## src/rtl/control_fsm_pkg.sv

```systemverilog
// Shared encodings for the instruction sequencer: FSM states, opcodes, ALU operation codes.
package control_fsm_pkg;

    typedef enum logic [2:0] {
        ST_FETCH    = 3'd0,
        ST_DECODE   = 3'd1,
        ST_EXEC     = 3'd2,
        ST_WAIT_IN  = 3'd3,
        ST_WAIT_OUT = 3'd4,
        ST_HALT     = 3'd5
    } state_t;

    typedef enum logic [3:0] {
        OP_NOP    = 4'h0,
        OP_LDA    = 4'h1,
        OP_STA    = 4'h2,
        OP_ADD    = 4'h3,
        OP_SUB    = 4'h4,
        OP_AND    = 4'h5,
        OP_OR     = 4'h6,
        OP_NOT    = 4'h7,
        OP_JMP    = 4'h8,
        OP_JZ     = 4'h9,
        OP_JC     = 4'hA,
        OP_IN     = 4'hB,
        OP_OUT    = 4'hC,
        OP_RSVD_D = 4'hD,
        OP_RSVD_E = 4'hE,
        OP_HLT    = 4'hF
    } opcode_t;

    typedef enum logic [2:0] {
        ALU_PASS = 3'd0,
        ALU_ADD  = 3'd1,
        ALU_SUB  = 3'd2,
        ALU_AND  = 3'd3,
        ALU_OR   = 3'd4,
        ALU_NOT  = 3'd5
    } alu_op_t;

    function automatic alu_op_t alu_for(input opcode_t op);
        case (op)
            OP_ADD:  return ALU_ADD;
            OP_SUB:  return ALU_SUB;
            OP_AND:  return ALU_AND;
            OP_OR:   return ALU_OR;
            OP_NOT:  return ALU_NOT;
            default: return ALU_PASS;
        endcase
    endfunction

endpackage

```

## src/rtl/control_fsm_wait_timer.sv

```systemverilog
// Loadable down-counter; expired is high while the count sits at zero. Latency: load visible next cycle.
// No backpressure: dec is ignored once the count reaches zero.
module control_fsm_wait_timer #(
    parameter int W = 4
) (
    input  logic         clk,
    input  logic         reset,
    input  logic         load,
    input  logic [W-1:0] load_val,
    input  logic         dec,
    output logic         expired
);

    logic [W-1:0] count;

    always_ff @(posedge clk) begin
        if (reset) begin
            count <= '0;
        end else if (load) begin
            count <= load_val;
        end else if (dec && (count != '0)) begin
            count <= count - W'(1);
        end
    end

    assign expired = (count == '0);

endmodule

```

## src/rtl/control_fsm.sv

```systemverilog
// Fetch/decode/execute sequencer: 3 cycles per instruction plus IN/OUT wait cycles.
// Stalls in WAIT_IN on in_valid (bounded by IN_TIMEOUT) and in WAIT_OUT on out_ready (unbounded).
module control_fsm
    import control_fsm_pkg::*;
#(
    parameter int DATAW      = 8,
    parameter int OPW        = 4,
    parameter int IN_TIMEOUT = 15
) (
    input  logic             clk,
    input  logic             reset,
    input  logic [DATAW-1:0] instr,
    input  logic             flag_z,
    input  logic             flag_c,
    input  logic             in_valid,
    input  logic             out_ready,
    output logic [DATAW-1:0] ir_q,
    output logic             mem_rd,
    output logic             mem_wr,
    output logic             pc_inc,
    output logic [2:0]       alu_op,
    output logic             jump,
    output logic             jumpC,
    output logic             sin,
    output logic             InA,
    output logic             twone,
    output logic             in_ready,
    output logic             out_valid,
    output logic             in_timeout,
    output logic             halted
);

    localparam int TW = (IN_TIMEOUT > 1) ? $clog2(IN_TIMEOUT) : 1;
    // Loading N-1 makes the N-th WAIT_IN cycle the one that sees expiry.
    localparam logic [TW-1:0] TMR_LOAD = (IN_TIMEOUT > 0) ? TW'(IN_TIMEOUT - 1) : '0;

    state_t  state;
    state_t  state_nxt;
    opcode_t op;
    logic    tmr_load;
    logic    tmr_dec;
    logic    tmr_expired;
    logic    timeout_hit;
    logic    set_timeout;

    assign op          = opcode_t'(ir_q[DATAW-1 -: OPW]);
    assign timeout_hit = (IN_TIMEOUT != 0) && tmr_expired;

    control_fsm_wait_timer #(
        .W(TW)
    ) u_wait_timer (
        .clk     (clk),
        .reset   (reset),
        .load    (tmr_load),
        .load_val(TMR_LOAD),
        .dec     (tmr_dec),
        .expired (tmr_expired)
    );

    always_ff @(posedge clk) begin
        if (reset) begin
            state      <= ST_FETCH;
            ir_q       <= '0;
            in_timeout <= 1'b0;
        end else begin
            state <= state_nxt;
            if (state == ST_FETCH) begin
                ir_q <= instr;
            end
            if (set_timeout) begin
                in_timeout <= 1'b1;
            end
        end
    end

    always_comb begin
        state_nxt   = state;
        mem_rd      = 1'b0;
        mem_wr      = 1'b0;
        pc_inc      = 1'b0;
        alu_op      = ALU_PASS;
        jump        = 1'b0;
        jumpC       = 1'b0;
        sin         = 1'b0;
        InA         = 1'b0;
        twone       = 1'b0;
        in_ready    = 1'b0;
        out_valid   = 1'b0;
        halted      = 1'b0;
        tmr_load    = 1'b0;
        tmr_dec     = 1'b0;
        set_timeout = 1'b0;

        case (state)
            ST_FETCH: begin
                mem_rd    = 1'b1;
                state_nxt = ST_DECODE;
            end
            ST_DECODE: begin
                pc_inc    = 1'b1;
                state_nxt = ST_EXEC;
            end
            ST_EXEC: begin
                state_nxt = ST_FETCH;
                case (op)
                    OP_LDA: begin
                        mem_rd = 1'b1;
                        alu_op = ALU_PASS;
                        sin    = 1'b1;
                    end
                    OP_STA: mem_wr = 1'b1;
                    OP_ADD, OP_SUB, OP_AND, OP_OR: begin
                        mem_rd = 1'b1;
                        alu_op = alu_for(op);
                        twone  = 1'b1;
                        sin    = 1'b1;
                    end
                    OP_NOT: begin
                        alu_op = ALU_NOT;
                        sin    = 1'b1;
                    end
                    OP_JMP: jump  = 1'b1;
                    OP_JZ:  jumpC = flag_z;
                    OP_JC:  jumpC = flag_c;
                    OP_IN: begin
                        tmr_load  = 1'b1;
                        state_nxt = ST_WAIT_IN;
                    end
                    OP_OUT: state_nxt = ST_WAIT_OUT;
                    OP_HLT: state_nxt = ST_HALT;
                    default: ;
                endcase
            end
            ST_WAIT_IN: begin
                in_ready = 1'b1;
                // Data arriving in the expiry cycle takes priority over the abort.
                if (in_valid) begin
                    InA       = 1'b1;
                    state_nxt = ST_FETCH;
                end else if (timeout_hit) begin
                    set_timeout = 1'b1;
                    state_nxt   = ST_FETCH;
                end else begin
                    tmr_dec = 1'b1;
                end
            end
            ST_WAIT_OUT: begin
                out_valid = 1'b1;
                if (out_ready) begin
                    state_nxt = ST_FETCH;
                end
            end
            ST_HALT: halted = 1'b1;
            default: state_nxt = ST_FETCH;
        endcase

        // An instruction caught by reset must not leak a strobe downstream.
        if (reset) begin
            mem_rd    = 1'b0;
            mem_wr    = 1'b0;
            pc_inc    = 1'b0;
            alu_op    = ALU_PASS;
            jump      = 1'b0;
            jumpC     = 1'b0;
            sin       = 1'b0;
            InA       = 1'b0;
            twone     = 1'b0;
            in_ready  = 1'b0;
            out_valid = 1'b0;
            halted    = 1'b0;
        end
    end

endmodule

```

## config.mk

```make
export PLATFORM = sky130hd
export DESIGN_NAME = control_fsm
export DESIGN_NICKNAME = d
export VERILOG_FILES = /design/src/rtl/control_fsm_pkg.sv /design/src/rtl/control_fsm_wait_timer.sv /design/src/rtl/control_fsm.sv
export SDC_FILE = /design/constraint.sdc
export NUM_CORES = 1
export LEC_CHECK = 0
export ABC_AREA = 1
export CAP_MARGIN = 20
export CORE_UTILIZATION = 38
export CTS_CLUSTER_DIAMETER = 40
export DETAILED_ROUTE_END_ITERATION = 12
export PLACE_DENSITY = 0.74
export SLEW_MARGIN = 20
export SYNTH_ARGS = -nofsm -noshare
export SYNTH_HDL_FRONTEND = slang
export SYNTH_SLANG_ARGS = --single-unit
```

## constraint.sdc

```tcl
create_clock -name clk -period 1.05 [get_ports clk]
set_input_delay 0.21 -clock clk [delete_from_list [all_inputs] [get_ports clk]]
set_output_delay 0.21 -clock clk [all_outputs]
set_load 0.05 [all_outputs]
```

==> metrics.md, run 1 <==
| Metric | Value |
|---|---|
| Gp weighted congestion | roughly 0.87 |
| Resized Gates After CTS | 40 |
| Number of I/O pins | 37 |
| Mean area per synthesized cell | about 6.5 µm² |
| Share of synthesized flip-flops with an asynchronous set or reset | 0 |
| CTS root buffer | sky130_fd_sc_hd__clkbuf_4 |
| Num Clock Sinks | 16 |
| Error msg | [ERROR DPL-0033] detailed placement checks failed during check placement. |
| Most used DFF post-synth | sky130_fd_sc_hd__dfxtp_1 |
| Number of post-CTS setup repair buffers | 9 |
| Failed at | clock tree synthesis |
| Total clock buffers created by CTS | 3 |
| Horizontal extent of the die | between 50 and 60 µm |
| Height of the chip | about 52 µm |
| Hold-fix buffer count after cts | 0 |
| Count of standard-cell rows | 17 |
| Post-synthesis instance area | 952 µm² |
| Post-synth EDFFs | 0 |
| Clock Tree Buf Depth | 2 |
| Yosys warnings | 0 |
| DP Wirelength | roughly 2.5 mm |
| Number of register bits inferred by synthesis | 16 |
| Result of the run | stopped before the end |
| Count of unique library cells instantiated by Yosys | 23 |
| Fraction of the yosys area taken by sequential cells | 0.336 |
| Total number of H-tree levels | 1 |
| Synth Net Count | 162 |
| Post-place instance area | 1980 µm² |
| Initial Utilization | 0.418 |
| IO Port Bufs | 36 |
| Post-Syn Instances | 146 |
## metrics by stage
stage / cells / setup WS (ps)
after floorplan: 146 / -494
after global placement: 241 / -503
after detailed placement: 241 / -519
## synth_stat cells, types with 2 or more instances
master / n / area (µm²)
sky130_fd_sc_hd__nor3_1: 2 / 10.0
sky130_fd_sc_hd__nand4_1: 2 / 12.5
sky130_fd_sc_hd__nor3_2: 2 / 20.0
sky130_fd_sc_hd__dfxtp_1: 16 / 320
sky130_fd_sc_hd__o21ai_1: 6 / 30.0
sky130_fd_sc_hd__ha_1: 2 / 25.0
sky130_fd_sc_hd__inv_1: 21 / 78.8
sky130_fd_sc_hd__nand2_2: 5 / 31.3
sky130_fd_sc_hd__buf_2: 2 / 10.0
sky130_fd_sc_hd__nand2_1: 21 / 78.8
sky130_fd_sc_hd__o21ai_0: 5 / 25.0
sky130_fd_sc_hd__nor2_1: 28 / 105
sky130_fd_sc_hd__a21oi_1: 7 / 35.0
sky130_fd_sc_hd__nand3_1: 14 / 70.1
sky130_fd_sc_hd__inv_2: 3 / 11.3
sky130_fd_sc_hd__nor2_2: 3 / 18.8
## logic make-up after synthesis
kind of cell / Yosys count / synth area share
AND/OR/NAND/NOR: 80 / 0.394
adder cells (fa/ha/maj): 2 / 0.0263
buffers and inverters: 27 / 0.117
AO/OA/AOI/OAI: 20 / 0.117
XOR/XNOR: 1 / 0.00920
flip-flops: 16 / 0.336
==> run 2, diff against run 1 <==
--- a/config.mk
+++ b/config.mk
@@ -7,10 +7,10 @@
 export LEC_CHECK = 0
 export ABC_AREA = 1
 export CAP_MARGIN = 20
-export CORE_UTILIZATION = 38
-export CTS_CLUSTER_DIAMETER = 40
+export CORE_AREA = 2 2 63 65
 export DETAILED_ROUTE_END_ITERATION = 12
-export PLACE_DENSITY = 0.74
+export DIE_AREA = 0 0 65 67
+export PLACE_DENSITY_LB_ADDON = 0.15
 export SLEW_MARGIN = 20
 export SYNTH_ARGS = -nofsm -noshare
 export SYNTH_HDL_FRONTEND = slang
==> constraint.sdc (replaced) <==
create_clock -name clk -period 1.35 [get_ports clk]
set_input_delay 0.27 -clock clk [delete_from_list [all_inputs] [get_ports clk]]
set_output_delay 0.27 -clock clk [all_outputs]
set_load 0.05 [all_outputs]
==> metrics.md, run 2 <==
| Metric | Value |
|---|---|
| Beginning of the worst register-to-register path | u_wait_timer.count[0] |
| Vias in the first global route | between 1,000 and 1,500 |
| Leading cell types in the layout, fill and taps excluded | 23 x sky130_fd_sc_hd__buf_12, 22 x sky130_fd_sc_hd__buf_4, 19 x sky130_fd_sc_hd__nor2_1 |
| Critical Path Source | state[0] |
| Height of the chip | 67 µm (+29%) |
| Fraction of layout cells with a size suffix above 1 | 0.476 |
| Headroom to the max-slew limit | 0.770 |
| Number of vias per cell after detailed routing | 4.37 |
| Most common cell after layout, fill and taps aside | sky130_fd_sc_hd__buf_12 |
| TritonCTS clock tree | built |
| Worst hold-check path type | register to register |
| Worst vdd ir | between 0.4 and 0.5 mV |
| Pin count of the biggest net entering global routing | 14 |
| Part of the power in registers | 0.358 |
| Most area-consuming cells after synthesis | sky130_fd_sc_hd__dfxtp_1 34%, sky130_fd_sc_hd__nor2_1 11%, sky130_fd_sc_hd__inv_1 8.3% |
| Largest driver fanout on the critical path | 6 |
| Total number of H-tree levels | 1 (unchanged) |
| Final critical-path required period | 1650 ps |
| Combinational power share | 0.404 |
| Number of fill cells in the layout | ~330 |
| Post-Syn Instances | 146 (unchanged) |
| Worst reg-to-reg setup slack | 90 ps |
| Most numerous cell in the Yosys netlist | sky130_fd_sc_hd__nor2_1 |
| Number of nets at the end of the flow | 223 |
| Register area | between 300 and 400 µm² |
| Final cell count without fillers | around 250 |
| Hold-fix buffer count after cts | 0 (unchanged) |
| Category of the worst setup path capture point | primary output |
| Result of the run | finished with violations |
| Pin slew with the least headroom to its limit | ~340 ps |
| Post-synth EDFFs | 0 (unchanged) |
| Final setup vio count | 14 |
| Number of I/O pins | 37 (unchanged) |
| Number of cells on the worst reg-to-reg path | 8 |
| Switching power summed over all nets | between 500 and 600 µW |
| Area occupied by multi-input gates | around 670 µm² |
| Count of standard-cell rows | 22 (+5) |
| Hold Worst Slack | 482 ps |
| Area of the die | between 4000 and 5000 µm² |
| Cell type with the highest aggregate area in the netlist | sky130_fd_sc_hd__dfxtp_1 |
| DRC marker count from the first detailed-route iteration | 45 |
| Yosys warnings | 0 (unchanged) |
| Post-route worst setup slack | -299 ps |
| Synth Net Count | 162 (unchanged) |
| Clock power share | 0.238 |
| Total clock buffers created by CTS | 3 (unchanged) |
| Routed length per instance | ~11 µm |
| Post-place instance area | 1840 µm² (-7.1%) |
| Overall fraction of global-route tracks in use | 0.138 |
| Worst endpoint data arrival time | roughly 1400 ps |
| Switching power as a share of total power | 0.359 |
| Maximum clock frequency | just over 600 MHz |
| Final worst path period share | 1.22 |
| Fraction of the yosys area taken by sequential cells | 0.336 (unchanged) |
| Number of register bits inferred by synthesis | 16 (unchanged) |
| Violated checks | negative setup slack |
| Setup CP Type | register to primary output |
| Most numerous cell types in the synthesized netlist | 28 x sky130_fd_sc_hd__nor2_1, 21 x sky130_fd_sc_hd__inv_1, 21 x sky130_fd_sc_hd__nand2_1 |
| Clk_lat worst skew | between 200 and 300 ps |
| Number of DRC violations after detailed routing | 0 |
| Yosys top cell area share | 0.336 (unchanged) |
| Placeable core region | around 3600 µm² |
| Mean area per synthesized cell | 6.52 µm² (unchanged) |
| Gr ovfl total | 0 |
| Most used DFF post-synth | sky130_fd_sc_hd__dfxtp_1 |
| Capture point of the worst path | jumpC |
| Cell area after layout | approximately 2000 µm² |
| Initial Utilization | 0.264 (-0.154) |
| Global-route wire length before repair | approximately 4.7 mm |
| Post-synthesis instance area | 952 µm² (unchanged) |
| Total power divided by cell area | roughly 800 nW/µm² |
| IO Port Bufs | 36 (unchanged) |
| Internal power | 1010 µW |
| Setup repair after global routing missed its margin | yes |
| P&R area growth vs syn | 109% |
| Horizontal extent of the die | 65 µm (+25%) |
| Number of search-and-repair iterations in the first detailed-routing pass | 4 |
| Top reg by flops | ir_q |
| Antenna-violating nets left | 0 |
| Clock Tree Buf Depth | 2 (unchanged) |
| Final wirelength | 2.74 mm |
| Dpl cells | 247 (+2.5%) |
| Capture instance of the worst register-to-register path | u_wait_timer.count[1] |
| Count of unique library cells instantiated by Yosys | 23 (unchanged) |
| Num Clock Sinks | 16 (unchanged) |
| Kind of start point of the critical path | register |
| CTS root buffer | sky130_fd_sc_hd__clkbuf_8 |
| Via count of the routed design | between 1,000 and 1,500 |
| Post-CTS clock slew at the launch and capture registers of the worst setup and hold paths | ~60 ps |
| Share of synthesized flip-flops with an asynchronous set or reset | 0 (unchanged) |
| Number of antenna diodes | 0 |
| DP Wirelength | 2.27 mm (-9.0%) |
| Layout Skew | roughly 2.6 ps |
| Worst Path Required | between 1000 and 1500 ps |
| Max reg flops | 8 |
| Number of pins with negative max-slew slack in the final report | 0 |
| Post-layout util | 0.551 |
| Regs by FF count | ir_q: 8 flops, u_wait_timer.count: 4 flops, state: 3 flops |
| Number of endpoints with negative hold slack in the final report | 0 |
| Gp weighted congestion | 0.757 (-13%) |
| Static power due to leakage | roughly 0.00087 µW |
| Initial antenna violation count | 0 |
| Max Cap Violations | 0 |
==> run 2: cell counts after synthesis <==
Identical to the previous run, type by type.
==> run 2: cells by family (layout without fill, tap and decap cells) <==
| kind of cell | count (synthesis) | in the layout | share of synthesized area |
|---|---|---|---|
| buffers and inverters | 27 | 87 | 0.117 |
| AOI/OAI and AO/OA | 20 | 20 | 0.117 |
| DFF | 16 | 16 | 0.336 |
| and+or+nand+nor | 80 | 80 | 0.394 |
| adders and majority gates | 2 | 2 | 0.0263 |
| xor gates and xnor gates | 1 | 1 | 0.00920 |
==> run 2: worst min-delay path by stage <==
stage,cells after the start,startpoint,end,slack [ps]
5_1_grt,2,u_wait_timer.count[0],u_wait_timer.count[0],530
3_5_place_dp,2,u_wait_timer.count[0],u_wait_timer.count[0],480
2_1_floorplan,2,instr[7],ir_q[7],410
6_report,2,u_wait_timer.count[0],u_wait_timer.count[0],480
4_1_cts,2,u_wait_timer.count[0],u_wait_timer.count[0],490
3_3_place_gp,2,u_wait_timer.count[0],u_wait_timer.count[0],470
==> run 2: routing by layer <==
| metal | part of all wire | track usage |
|---|---|---|
| met5 | 0 | 0 |
| met4 | 0.011 | 0.0559 |
| met3 | 0.057 | 0.0338 |
| met2 | 0.52 | 0.254 |
| met1 | 0.41 | 0.152 |
==> run 2: layout make-up <==
cell class / count / share of cell area
repair buffers: 59 / 0.386
multi-input cells: 103 / 0.340
flip-flops and latches: 16 / 0.173
inverters: 24 / 0.0485
well taps: 48 / 0.0302
clock buffers: 4 / 0.0227
==> run 2: what timing repair did <==
item,CTS,global route
setup buffers,4,0
hold endpoints to repair,0,0
pin swaps,4,3
gates resized for setup,20,5
endpoints found under the setup margin,14,18
==> run 2: worst max-delay path, cell delays in order (launching register included) <==
cell	delay, ps
sky130_fd_sc_hd__dfxtp_2	320
sky130_fd_sc_hd__inv_2	50
sky130_fd_sc_hd__nand2_2	50
sky130_fd_sc_hd__inv_2	60
sky130_fd_sc_hd__nand2_2	50
sky130_fd_sc_hd__nor2_4	120
sky130_fd_sc_hd__inv_4	90
sky130_fd_sc_hd__a211oi_4	200
sky130_fd_sc_hd__buf_12	170
==> run 2: stage by stage <==
| stage | worst slack (ps) | total power, µW | TNS, ps |
|---|---|---|---|
| after floorplan | -273 | 881 | -2520 |
| after global placement | -331 | 1170 | -4240 |
| after detailed placement | -363 | 1180 | -4650 |
| after CTS | -310 | 1600 | -3110 |
| after global routing | -351 | 1660 | -3800 |
| final | -299 | 1580 | -2910 |
==> run 2: power by group through the flow <==
stage          sequential [µW]  combinational (µW)  clock [µW]
2_1_floorplan              665                 216           0
3_3_place_gp               572                 603           0
3_5_place_dp               572                 609           0
4_1_cts                    567                 641         395
5_1_grt                    572                 676         408
6_report                   566                 639         378
Note: power is estimated with default switching activity, not from simulation.
==> run 3, diff against run 2 <==
--- a/config.mk
+++ b/config.mk
@@ -6,7 +6,6 @@
 export NUM_CORES = 1
 export LEC_CHECK = 0
 export ABC_AREA = 1
-export CAP_MARGIN = 20
 export CORE_AREA = 2 2 63 65
 export DETAILED_ROUTE_END_ITERATION = 12
 export DIE_AREA = 0 0 65 67
==> constraint.sdc (replaced) <==
create_clock -name clk -period 1.8 [get_ports clk]
set_input_delay 0.36 -clock clk [delete_from_list [all_inputs] [get_ports clk]]
set_output_delay 0.36 -clock clk [all_outputs]
set_load 0.05 [all_outputs]
==> metrics.md, run 3 (synthesized netlist as in run 2, its figures left out) <==
| Metric | Value |
|---|---|
| Total power divided by cell area | 651 nW/µm² (-18%) |
| Clk_lat worst skew | 250 ps (about the same) |
| Clock Tree Buf Depth | 2 (unchanged) |
| Number of nets at the end of the flow | 209 (-6.3%) |
| Initial antenna violation count | 0 (unchanged) |
| Global-route wire length before repair | 4.26 mm (-9.2%) |
| Part of the power in registers | 0.378 (+0.020) |
| Gr ovfl total | 0 (unchanged) |
| Number of pins with negative max-slew slack in the final report | 0 (unchanged) |
| Number of I/O pins | 37 (unchanged) |
| P&R area growth vs syn | 76.2% |
| Number of antenna diodes | 0 (unchanged) |
| Fraction of layout cells with a size suffix above 1 | 0.365 (-0.111) |
| Count of standard-cell rows | 22 (unchanged) |
| Most common cell after layout, fill and taps aside | sky130_fd_sc_hd__nor2_1 |
| Regs by FF count | ir_q: 8 flops, u_wait_timer.count: 4 flops, state: 3 flops |
| Setup repair after global routing missed its margin | yes |
| Max Cap Violations | 0 (unchanged) |
| Leading cell types in the layout, fill and taps excluded | 23 x sky130_fd_sc_hd__nor2_1, 20 x sky130_fd_sc_hd__inv_1, 18 x sky130_fd_sc_hd__nand2_1, 18 x sky130_fd_sc_hd__buf_4 |
| Pin slew with the least headroom to its limit | 339 ps (-2.66 ps) |
| Top reg by flops | ir_q |
| Total clock buffers created by CTS | 3 (unchanged) |
| Final setup vio count | 0 (-14) |
| Worst Path Required | 1440 ps (+360 ps) |
| DRC marker count from the first detailed-route iteration | 40 (-11%) |
| Maximum clock frequency | roughly 570 MHz |
| Number of search-and-repair iterations in the first detailed-routing pass | 4 (unchanged) |
| Setup CP Type | primary input to primary output |
| Gp weighted congestion | 0.822 (+8.6%) |
| Worst hold-check path type | register to register |
| Static power due to leakage | 0.000748 µW (-14%) |
| Post-CTS clock slew at the launch and capture registers of the worst setup and hold paths | 70 ps (about the same) |
| Final wirelength | 2.57 mm (-6.3%) |
| Max reg flops | 8 (unchanged) |
| DP Wirelength | 2.04 mm (-10%) |
| Placement-stage worst setup slack | -62.9 ps (+300 ps) |
| Pin count of the biggest net entering global routing | 14 (unchanged) |
| Hold-fix buffer count after cts | 0 (unchanged) |
| Combinational power share | 0.329 (-0.075) |
| Result of the run | finished clean |
| Total negative slack for setup checks | 0 ps (+2910 ps) |
| Number of vias per cell after detailed routing | 4.38 (+0.12%) |
| Number of DRC violations after detailed routing | 0 (unchanged) |
| Largest driver fanout on the critical path | 1 (-5) |
| Horizontal extent of the die | 65 µm (unchanged) |
| Final critical-path required period | 1770 ps |
| Area of the die | 4360 µm² (unchanged) |
| Tot Pwr | 1090 µW (-31%) |
| Worst reg-to-reg setup slack | 510 ps (+420 ps) |
| Kind of start point of the critical path | primary input |
| Vias in the first global route | 1,027 (-5.8%) |
| Headroom to the max-slew limit | 0.772 (+0.00179) |
| Final worst path period share | 0.982 |
| Placeable core region | 3610 µm² (unchanged) |
| Internal power | 709 µW (-30%) |
| Initial Utilization | 0.264 (unchanged) |
| Layout Skew | 1.45 ps (-1.19 ps) |
| Switching power summed over all nets | 384 µW (-32%) |
| Post-layout util | 0.465 (-0.0854) |
| Worst vdd ir | 0.429 mV (-8.2%) |
| TritonCTS clock tree | built |
| Category of the worst setup path capture point | primary output |
| Switching power as a share of total power | 0.351 (-0.00788) |
| CTS root buffer | sky130_fd_sc_hd__clkbuf_8 |
| Via count of the routed design | 1,051 (-5.4%) |
| Routed length per instance | 10.7 µm (-0.88%) |
| Height of the chip | 67 µm (unchanged) |
| Worst endpoint data arrival time | 1410 ps (+30 ps) |
| Post-route worst setup slack | 32.0 ps (+331 ps) |
| Number of endpoints with negative hold slack in the final report | 0 (unchanged) |
| Antenna-violating nets left | 0 (unchanged) |
| Total number of H-tree levels | 1 (unchanged) |
| Overall fraction of global-route tracks in use | 0.125 (-0.0139) |
| Num Clock Sinks | 16 (unchanged) |
| IO Port Bufs | 36 (unchanged) |
| Clock power share | 0.293 (+0.055) |
-- run 3: worst max-delay path, cell delays in order --
cell and delay, ps:
sky130_fd_sc_hd__clkdlybuf4s50_1 460, sky130_fd_sc_hd__nand3_1 120, sky130_fd_sc_hd__a211oi_4 290, sky130_fd_sc_hd__buf_12 170
-- run 3: repair_timing --
action,4_1_cts,5_1_grt
setup buffers,5,0
hold endpoints to repair,0,0
pin swaps,3,2
resized for setup,14,4
setup endpoints to repair,10,4
-- run 3: final cells by class --
class	count	area [µm²]
flip-flops and latches	16	332
inverters	24	95.1
fillers	358	1930
multi-input cells	103	592
well taps	48	60.1
clock buffers	4	55.1
repair buffers	45	544
-- run 3: routing by layer --
| layer | part of all wire | track usage | up-vias |
|---|---|---|---|
| li1 | - | - | 551 |
| met4 | 0.0054 | 0.0319 | 0 |
| met5 | 0 | 0 | - |
| met3 | 0.044 | 0.0304 | 2 |
| met1 | 0.41 | 0.133 | 476 |
| met2 | 0.54 | 0.242 | 22 |
-- run 3: per-stage QoR --
| step | hold WS, ps | instance area [µm²] | std cells |
|---|---|---|---|
| 6_report | 473 | 1680 | 240 |
| 3_5_place_dp | 464 | 1540 | 231 |
| 3_3_place_gp | 468 | 1540 | 231 |
| 5_1_grt | 508 | 1680 | 240 |
| 2_1_floorplan | 454 | 991 | 146 |
| 4_1_cts | 483 | 1670 | 240 |
-- run 3: final timing paths --
check / startpoint / to / cells past startpoint
max: flag_c / jumpC / 4
min reg2reg: in_timeout / in_timeout / 2
min: in_timeout / in_timeout / 2
max reg2reg: u_wait_timer.count[0] / u_wait_timer.count[1] / 8
-- run 3: power groups by stage --
| stage | Combinational [µW] | Sequential, µW | Clock (µW) |
|---|---|---|---|
| after floorplan | 150 | 490 | 0 |
| after CTS | 359 | 412 | 333 |
| after global routing | 390 | 419 | 347 |
| after global placement | 338 | 420 | 0 |
| after detailed placement | 341 | 420 | 0 |
| final | 360 | 413 | 320 |
